**config.mk**
```make
export PLATFORM = sky130hd
export DESIGN_NAME = imem_boot_loader_flat
export DESIGN_NICKNAME = d
export VERILOG_FILES = /design/src/rtl/imem_boot_loader_if.sv /design/src/rtl/imem_boot_loader.sv /design/src/flat_wrapper.sv
export SDC_FILE = /design/constraint.sdc
export NUM_CORES = 1
export LEC_CHECK = 0
export ABC_AREA = 1
export CELL_PAD_IN_SITES_DETAIL_PLACEMENT = 0
export CELL_PAD_IN_SITES_GLOBAL_PLACEMENT = 2
export CORE_UTILIZATION = 36
export CTS_BUF_LIST = sky130_fd_sc_hd__clkbuf_4 sky130_fd_sc_hd__clkbuf_8
export CTS_CLUSTER_DIAMETER = 30
export CTS_CLUSTER_SIZE = 20
export DETAILED_ROUTE_END_ITERATION = 16
export DONT_BUFFER_PORTS = 1
export PLACE_DENSITY_LB_ADDON = 0.2
export SKIP_LAST_GASP = 1
export SYNTH_ARGS = -nofsm -noshare
export SYNTH_HDL_FRONTEND = slang
export SYNTH_SLANG_ARGS = --single-unit
```
**constraint.sdc**
```tcl
create_clock -name clk -period 3.1 [get_ports clk]
set_input_delay 0.62 -clock clk [delete_from_list [all_inputs] [get_ports clk]]
set_output_delay 0.62 -clock clk [all_outputs]
set_load 0.05 [all_outputs]
```
**src/rtl/imem_boot_loader_if.sv**
```systemverilog
// ---------------------------------------------------------------------------
// imem_boot_loader_if
// Bundles the byte-stream handshake, the instruction-memory write port and
// the status lines of the boot loader.
//   start      host -> loader  begin a new load (1-cycle pulse)
//   in_valid   host -> loader  in_data holds a valid byte
//   in_data    host -> loader  stream byte
//   in_ready   loader -> host  loader accepts a byte this cycle
//   wr_en      loader -> imem  write strobe, one cycle per word
//   wr_addr    loader -> imem  word address
//   wr_data    loader -> imem  big-endian instruction word
//   cpu_reset  loader -> core  hold the processor in reset
//   busy       loader -> host  load in progress
//   done       loader -> host  frame stored with a good checksum
//   error      loader -> host  frame rejected
// The slave modport is the loader's view; master is the host's view.
// ---------------------------------------------------------------------------
interface imem_boot_loader_if #(
    parameter int ADDR_WIDTH = 8
);
    logic                  start;
    logic                  in_valid;
    logic [7:0]            in_data;
    logic                  in_ready;
    logic                  wr_en;
    logic [ADDR_WIDTH-1:0] wr_addr;
    logic [31:0]           wr_data;
    logic                  cpu_reset;
    logic                  busy;
    logic                  done;
    logic                  error;

    modport slave (
        input  start, in_valid, in_data,
        output in_ready, wr_en, wr_addr, wr_data, cpu_reset, busy, done, error
    );

    modport master (
        output start, in_valid, in_data,
        input  in_ready, wr_en, wr_addr, wr_data, cpu_reset, busy, done, error
    );
endinterface

```
**src/rtl/imem_boot_loader.sv**
```systemverilog
// ---------------------------------------------------------------------------
// imem_boot_loader
// Receives a framed byte stream (length hi/lo, 4*N data bytes, XOR checksum),
// assembles big-endian 32-bit words and writes them from address 0 upward
// into the instruction memory. The processor is held in reset until a whole
// frame with a matching checksum has been stored.
// Ports:
//   clk   system clock, rising edge
//   rst   asynchronous, active-high reset
//   bus   imem_boot_loader_if.slave (handshake, write port, status)
// ---------------------------------------------------------------------------
module imem_boot_loader #(
    parameter int ADDR_WIDTH = 8
) (
    input  logic                clk,
    input  logic                rst,
    imem_boot_loader_if.slave   bus
);

    localparam logic [2:0] S_IDLE   = 3'd0;
    localparam logic [2:0] S_LEN_HI = 3'd1;
    localparam logic [2:0] S_LEN_LO = 3'd2;
    localparam logic [2:0] S_DATA   = 3'd3;
    localparam logic [2:0] S_WRITE  = 3'd4;
    localparam logic [2:0] S_CHECK  = 3'd5;
    localparam logic [2:0] S_DONE   = 3'd6;
    localparam logic [2:0] S_ERR    = 3'd7;

    // Memory depth, one bit wider than the 16-bit length field so that a
    // 256-word (or larger) depth compares cleanly against N.
    localparam logic [16:0] DEPTH = 17'(2 ** ADDR_WIDTH);

    logic [2:0]            state_q,   state_d;
    logic [15:0]           len_q,     len_d;
    logic [ADDR_WIDTH-1:0] wordIdx_q, wordIdx_d;
    logic [1:0]            byteCnt_q, byteCnt_d;
    logic [23:0]           shift_q,   shift_d;
    logic [7:0]            xor_q,     xor_d;
    logic [ADDR_WIDTH-1:0] wrAddr_q,  wrAddr_d;
    logic [31:0]           wrData_q,  wrData_d;

    logic                  inReady;
    logic                  xfer;
    logic [15:0]           nVal;
    logic [15:0]           lastIdx;

    assign inReady = (state_q == S_LEN_HI) || (state_q == S_LEN_LO) ||
                     (state_q == S_DATA)   || (state_q == S_CHECK);
    assign xfer    = bus.in_valid && inReady;
    assign nVal    = {len_q[15:8], bus.in_data};
    assign lastIdx = len_q - 16'd1;

    // Next-state logic. Every register holds its value unless the current
    // state consumes a byte (or, in WRITE, advances the word index), so idle
    // cycles with in_valid low leave the loader untouched.
    always_comb begin
        state_d   = state_q;
        len_d     = len_q;
        wordIdx_d = wordIdx_q;
        byteCnt_d = byteCnt_q;
        shift_d   = shift_q;
        xor_d     = xor_q;
        wrAddr_d  = wrAddr_q;
        wrData_d  = wrData_q;

        case (state_q)
            S_IDLE, S_DONE, S_ERR: begin
                if (bus.start) begin
                    state_d   = S_LEN_HI;
                    xor_d     = 8'd0;
                    byteCnt_d = 2'd0;
                    wordIdx_d = '0;
                end
            end
            S_LEN_HI: begin
                if (xfer) begin
                    len_d[15:8] = bus.in_data;
                    state_d     = S_LEN_LO;
                end
            end
            S_LEN_LO: begin
                // Oversized frames are rejected here, before any write, so
                // the word address can never wrap.
                if (xfer) begin
                    len_d = nVal;
                    if ((nVal != 16'd0) && ({1'b0, nVal} <= DEPTH)) begin
                        state_d = S_DATA;
                    end else begin
                        state_d = S_ERR;
                    end
                end
            end
            S_DATA: begin
                if (xfer) begin
                    xor_d     = xor_q ^ bus.in_data;
                    byteCnt_d = byteCnt_q + 2'd1;
                    if (byteCnt_q == 2'd3) begin
                        wrData_d = {shift_q, bus.in_data};
                        wrAddr_d = wordIdx_q;
                        state_d  = S_WRITE;
                    end else begin
                        shift_d = {shift_q[15:0], bus.in_data};
                    end
                end
            end
            S_WRITE: begin
                // The index may wrap to zero after the last word of a
                // full-depth frame; it is not used again before CHECK.
                wordIdx_d = wordIdx_q + 1'b1;
                if (16'(wordIdx_q) == lastIdx) begin
                    state_d = S_CHECK;
                end else begin
                    state_d = S_DATA;
                end
            end
            S_CHECK: begin
                if (xfer) begin
                    state_d = (bus.in_data == xor_q) ? S_DONE : S_ERR;
                end
            end
            default: state_d = S_IDLE;
        endcase
    end

    // State registers. An asynchronous reset drops straight back to IDLE
    // with the core held in reset; memory already written is left alone.
    always_ff @(posedge clk or posedge rst) begin
        if (rst) begin
            state_q   <= S_IDLE;
            len_q     <= 16'd0;
            wordIdx_q <= '0;
            byteCnt_q <= 2'd0;
            shift_q   <= 24'd0;
            xor_q     <= 8'd0;
            wrAddr_q  <= '0;
            wrData_q  <= 32'd0;
        end else begin
            state_q   <= state_d;
            len_q     <= len_d;
            wordIdx_q <= wordIdx_d;
            byteCnt_q <= byteCnt_d;
            shift_q   <= shift_d;
            xor_q     <= xor_d;
            wrAddr_q  <= wrAddr_d;
            wrData_q  <= wrData_d;
        end
    end

    // Outputs decode from the state; address and data are registered and
    // held between strobes so only wr_en qualifies them.
    assign bus.in_ready  = inReady;
    assign bus.wr_en     = (state_q == S_WRITE);
    assign bus.wr_addr   = wrAddr_q;
    assign bus.wr_data   = wrData_q;
    assign bus.cpu_reset = (state_q != S_DONE);
    assign bus.busy      = inReady || (state_q == S_WRITE);
    assign bus.done      = (state_q == S_DONE);
    assign bus.error     = (state_q == S_ERR);

endmodule

```
**src/flat_wrapper.sv**
```systemverilog
// flat-port wrapper written by rule: the top's interface ports become plain ports
module imem_boot_loader_flat 
#(
    parameter int ADDR_WIDTH = 8
)
  (clk, rst, bus_start, bus_in_valid, bus_in_data, bus_in_ready, bus_wr_en, bus_wr_addr, bus_wr_data, bus_cpu_reset, bus_busy, bus_done, bus_error);
  imem_boot_loader_if #(.ADDR_WIDTH(ADDR_WIDTH)) bus_i ();
  input  logic clk;
  input  logic rst;
  input wire logic [$bits(bus_i.start)-1:0] bus_start;
  input wire logic [$bits(bus_i.in_valid)-1:0] bus_in_valid;
  input wire logic [$bits(bus_i.in_data)-1:0] bus_in_data;
  output wire logic [$bits(bus_i.in_ready)-1:0] bus_in_ready;
  output wire logic [$bits(bus_i.wr_en)-1:0] bus_wr_en;
  output wire logic [$bits(bus_i.wr_addr)-1:0] bus_wr_addr;
  output wire logic [$bits(bus_i.wr_data)-1:0] bus_wr_data;
  output wire logic [$bits(bus_i.cpu_reset)-1:0] bus_cpu_reset;
  output wire logic [$bits(bus_i.busy)-1:0] bus_busy;
  output wire logic [$bits(bus_i.done)-1:0] bus_done;
  output wire logic [$bits(bus_i.error)-1:0] bus_error;
  assign bus_i.start = bus_start;
  assign bus_i.in_valid = bus_in_valid;
  assign bus_i.in_data = bus_in_data;
  assign bus_in_ready = bus_i.in_ready;
  assign bus_wr_en = bus_i.wr_en;
  assign bus_wr_addr = bus_i.wr_addr;
  assign bus_wr_data = bus_i.wr_data;
  assign bus_cpu_reset = bus_i.cpu_reset;
  assign bus_busy = bus_i.busy;
  assign bus_done = bus_i.done;
  assign bus_error = bus_i.error;
  imem_boot_loader #(.ADDR_WIDTH(ADDR_WIDTH)) u_core (.clk(clk), .rst(rst), .bus(bus_i));
endmodule
```
# Word-level counts from Yosys, hierarchy flattened
# Index checks and enable logic that the tools add are counted.
totals:
  reg_bits: 101
op_classes:
  eq_ne: 17
  order_cmp: 1
  n_reduce_logical: 18
  n_bitwise: 3
  n_mux: 19
  addsub: 3
op_table:
  columns: ["op", "n"]
  rows:
  - ["8-bit one-hot mux with 2 select lines", 3]
  - ["3-bit two-way mux", 8]
  - ["8-bit two-way mux", 3]
  - ["3-bit one-hot mux with 6 select lines", 1]
  - ["8-bit by 16-bit equality test with 1-bit output", 1]
  - ["16-bit by 9-bit less-or-equal comparator with 1-bit output (second input constant)", 1]
  - ["16-bit nonzero test", 1]
  - ["16-bit by 1-bit subtractor with 16-bit output (second input constant)", 1]
  - ["3-bit equality test (second input constant)", 4]
  - ["3-bit AND reduction", 4]
  - ["8-bit by 1-bit adder with 8-bit output (second input constant)", 1]
  - ["8-bit equality test", 1]
  - ["2-bit by 1-bit inequality test with 1-bit output (second input constant)", 4]
  - ["8-bit bitwise XOR", 1]
  - ["3-bit by 2-bit equality test with 1-bit output (second input constant)", 2]
  - ["6-bit AND reduction", 1]
  - ["1-bit logical OR", 4]
  - ["2-bit two-way mux", 2]
  - ["2-bit inequality test (second input constant)", 2]
  - ["2-bit one-hot mux with 2 select lines", 1]
  - ["2-bit AND reduction", 2]
  - ["2-bit nonzero test", 2]
  - ["3-bit by 1-bit equality test with 1-bit output (second input constant)", 1]
  - ["3-bit zero test", 1]
  - ["other kinds (7)", 9]

# Depth between registers and ports, before layout
depth:
  depth_word: 7
  depth_mapped: 15

# Least setup slack after synthesis
# OpenSTA, ideal clock, no wires.
synth_timing:
  path_type: "register to output"
  from: "register u_core.state_q[1]"
  to: "output port bus_done"
  arrival_time_ns: 1.327
  required_time_ns: 2.480
  stages_incl_launch_ff: 5
  path_slack_ns: 1.153
  path_buffers: 0
  path_cell_list: "dfrtp_1 inv_1 nor2_1 nand2_1 inv_1"
synth_via:
  elab_chain_cells: 1
synth_rtl:
  columns: ["item", "line_no", "rtl"]
  rows:
  - ["start: declaration", "imem_boot_loader.sv:33", "logic [2:0] state_q, state_d;"]
  - ["start signal: assignment", "imem_boot_loader.sv:138", "state_q <= state_d;"]
  - ["3-bit equality test", "imem_boot_loader.sv:157", "assign bus.done = (state_q == S_DONE);"]
  - ["end: declaration", "flat_wrapper.sv:19", "output wire logic [$bits(bus_i.done)-1:0] bus_done;"]
# No other way between the ends.

# Final worst setup path
# Same ends and word-level chain as after synthesis.

==> results_dict.tcl <==
set metrics [dict create \
    r2r-start "u_core.state_q[0]" \
    grt_pass1_wl_um 18300 \
    synthCells 591 \
    slew_violations 0 \
    grt_setup_unrepaired "false" \
    worstSkewPairLatency_ns 0.37 \
    regArea_um2 2530 \
    remaining_drc_errors 0 \
    route.detailed.wl_per_inst_um 13.8 \
    synth_top_area_share_pct 51.3 \
    ctsHoldBuffers 0 \
    yosys-top-cells-area "dfrtp_1 51%, nand2_1 14%, o21ai_1 5.8%" \
    cts_tree "done" \
    ys_warn_count 0 \
    crit_type "reg -> out" \
    yosysSeqAreaShare_pct 51.3 \
    num_rows 42 \
    ys_ff_latch 101 \
    hold_violations 0 \
    path_clk_slew_ns 0.10 \
    grtUsageTotal_pct 16.5 \
    area_growth_pct 6.96 \
    die_area_um2 14200 \
    io_pins 58 \
    grt_max_degree 102 \
    fin_setup_tns_ns 0 \
    timing.max_cap.violations 0 \
    die_w_um 119 \
    ctsResizeCount 0 \
    ir_drop_uv 728 \
    startpoint "u_core.state_q[1]" \
    cts_made_buffers 9 \
    crit_path_end_kind "output port" \
    cp.arrival_ns 1.81 \
    p_leak_nw 2.61 \
    dp_hpwl_um 7770 \
    cts.sinks 101 \
    gr-total-overflow 0 \
    synthDistinctLibCells 33 \
    drtAntennaViolNets 0 \
    initial_core_util_pct 37.1 \
    first_global_vias 3589 \
    viasPerCell 4.68 \
    reg2regPathDepth 8 \
    synth_ff_type "dfrtp_1" \
    setup_slack_ns 0.669 \
    preCtsSetupSlack_ns 0.834 \
    via_count 3599 \
    slew_headroom_pct 38.7 \
    portBuffers 0 \
    clock-root-buffer "clkbuf_8" \
    synth_edf_count 0 \
    clock.fmax_ghz 0.411 \
    power.density_nw_per_um2 910 \
    async_flop_share_pct 100 \
    antennaDiodeCount 0 \
    synth_top_area_cell "dfrtp_1" \
    synthesis.nets 606 \
    yosys.cell_count.top_type "nand2_1" \
    crit_fanout 6 \
    drt_wl_total_um 10700 \
    syn-cell-area_um2 4930 \
    period_share_pct 78.4 \
    start_kind "flip-flop" \
    synthTopCellsByCount "185 x nand2_1, 101 x dfrtp_1, 62 x inv_1" \
    core-area_um2 13300 \
    final_layout_size_suffix_gt1_share_pct 11.0 \
    fin_crit_ns 2.43 \
    htree_levels 3 \
    place.gp.congestion 0.784 \
    outcome "finished clean" \
    worstMarginPinSlew_ns 0.919 \
    clk_path_buf_depth 2 \
    hp-class "in -> async" \
    firstDrtPassIters 5 \
    fillers 1355 \
    skew_ns 0.0137 \
    postCtsSetupBuffers 0 \
    crit_required_ns 2.48 \
    multi_input_area_um2 2040 \
    dieHeight_um 119 \
    drtIter0Drc 224 \
    grt_antenna_before_repair 0 \
    setup_viol_count_final 0 \
    nNetsFinal 603 \
    avgSynthCellArea_um2 8.33 \
]
-- metal layers --
| metal | GRT usage (%) | vias to the layer above | routed length, µm |
|---|---|---|---|
| met5 | 0 | - | 0 |
| met4 | 5.78 | 0 | 156 |
| met3 | 3.50 | 10 | 425 |
| met2 | 26.4 | 71 | 4860 |
| met1 | 22.2 | 1643 | 5210 |
| li1 | - | 1875 | - |
-- worst paths after layout --
check	end	slack (ns)
max reg2reg	u_core.shift_q[0]	0.84
min	u_core.byteCnt_q[1]	0.23
max in group asynchronous	u_core.len_q[8]	2.37
min reg2reg	u_core.shift_q[1]	0.49
min in group clk	u_core.xor_q[0]	0.44
max	bus_done	0.67
-- through the flow --
stage | cell area [µm²] | util (%) | hold slack [ns] | power [mW] | cells
global route | 5270 | 39.6 | 0.288 | 5.24 | 769
global placement | 5090 | 38.3 | 0.469 | 4.03 | 753
finish | 5270 | 39.6 | 0.230 | 4.79 | 769
CTS | 5270 | 39.6 | 0.269 | 4.87 | 769
floorplan | 4930 | - | 0.455 | 3.63 | 591
detailed placement | 5090 | 38.3 | 0.473 | 4.06 | 753
-- cell families (layout without fill, tap and decap cells) --
kind of cell    after synthesis  after routing  synth area share, %
simple gates                282            282                 25.2
flops                       101            101                 51.3
compound gates               96             96                 10.3
buf+inv                      86             88                 7.26
xor+xnor                     14             14                 2.49
mux                           9              9                 2.67
fa+ha+maj                     3              3                0.762
-- registers in the layout, indices dropped and copies added (netlist names) --
name and flops:
u_core.wordIdx_q 8, u_core.bus.wr_data 32, u_core.len_q 16, u_core.shift_q 24, u_core.state_q 3, u_core.xor_q 8
u_core.byteCnt_q 2, u_core.bus.wr_addr 8
-- critical path, stage by stage, from the launching register on --
cell     delay [ns]
dfrtp_1        0.44
inv_1          0.08
nor2_1         0.13
nand2_1        0.33
inv_1          0.46
-- where the power goes --
group | switching (mW) | internal (mW)
Sequential | 0.517 | 1.68
Combinational | 1.21 | 0.597
Clock | 0.467 | 0.320
Total | 2.20 | 2.60
-- placed cells by master, fill, tap and decap left out, types with 8 or more instances in the layout --
| cell type | synthesis | routed |
|---|---|---|
| o21ai_0 | 26 | 26 |
| dfrtp_1 | 101 | 101 |
| nand2_1 | 185 | 185 |
| mux2_4 | 8 | 8 |
| clkbuf_8 | 0 | 9 |
| xnor2_1 | 8 | 8 |
| o21ai_1 | 57 | 57 |
| nand3_1 | 34 | 34 |
| nor2_2 | 11 | 11 |
| inv_1 | 62 | 61 |
| nor2_1 | 32 | 32 |
-- layout make-up --
type,count,area share (%)
sequential,101,48.0
multi-input combinational,404,38.7
inverter,69,4.99
tap,176,4.18
clock buffer,11,2.64
clock inverter,5,0.831
timing repair buffer,3,0.665
Power figures use the tool's default switching activity.
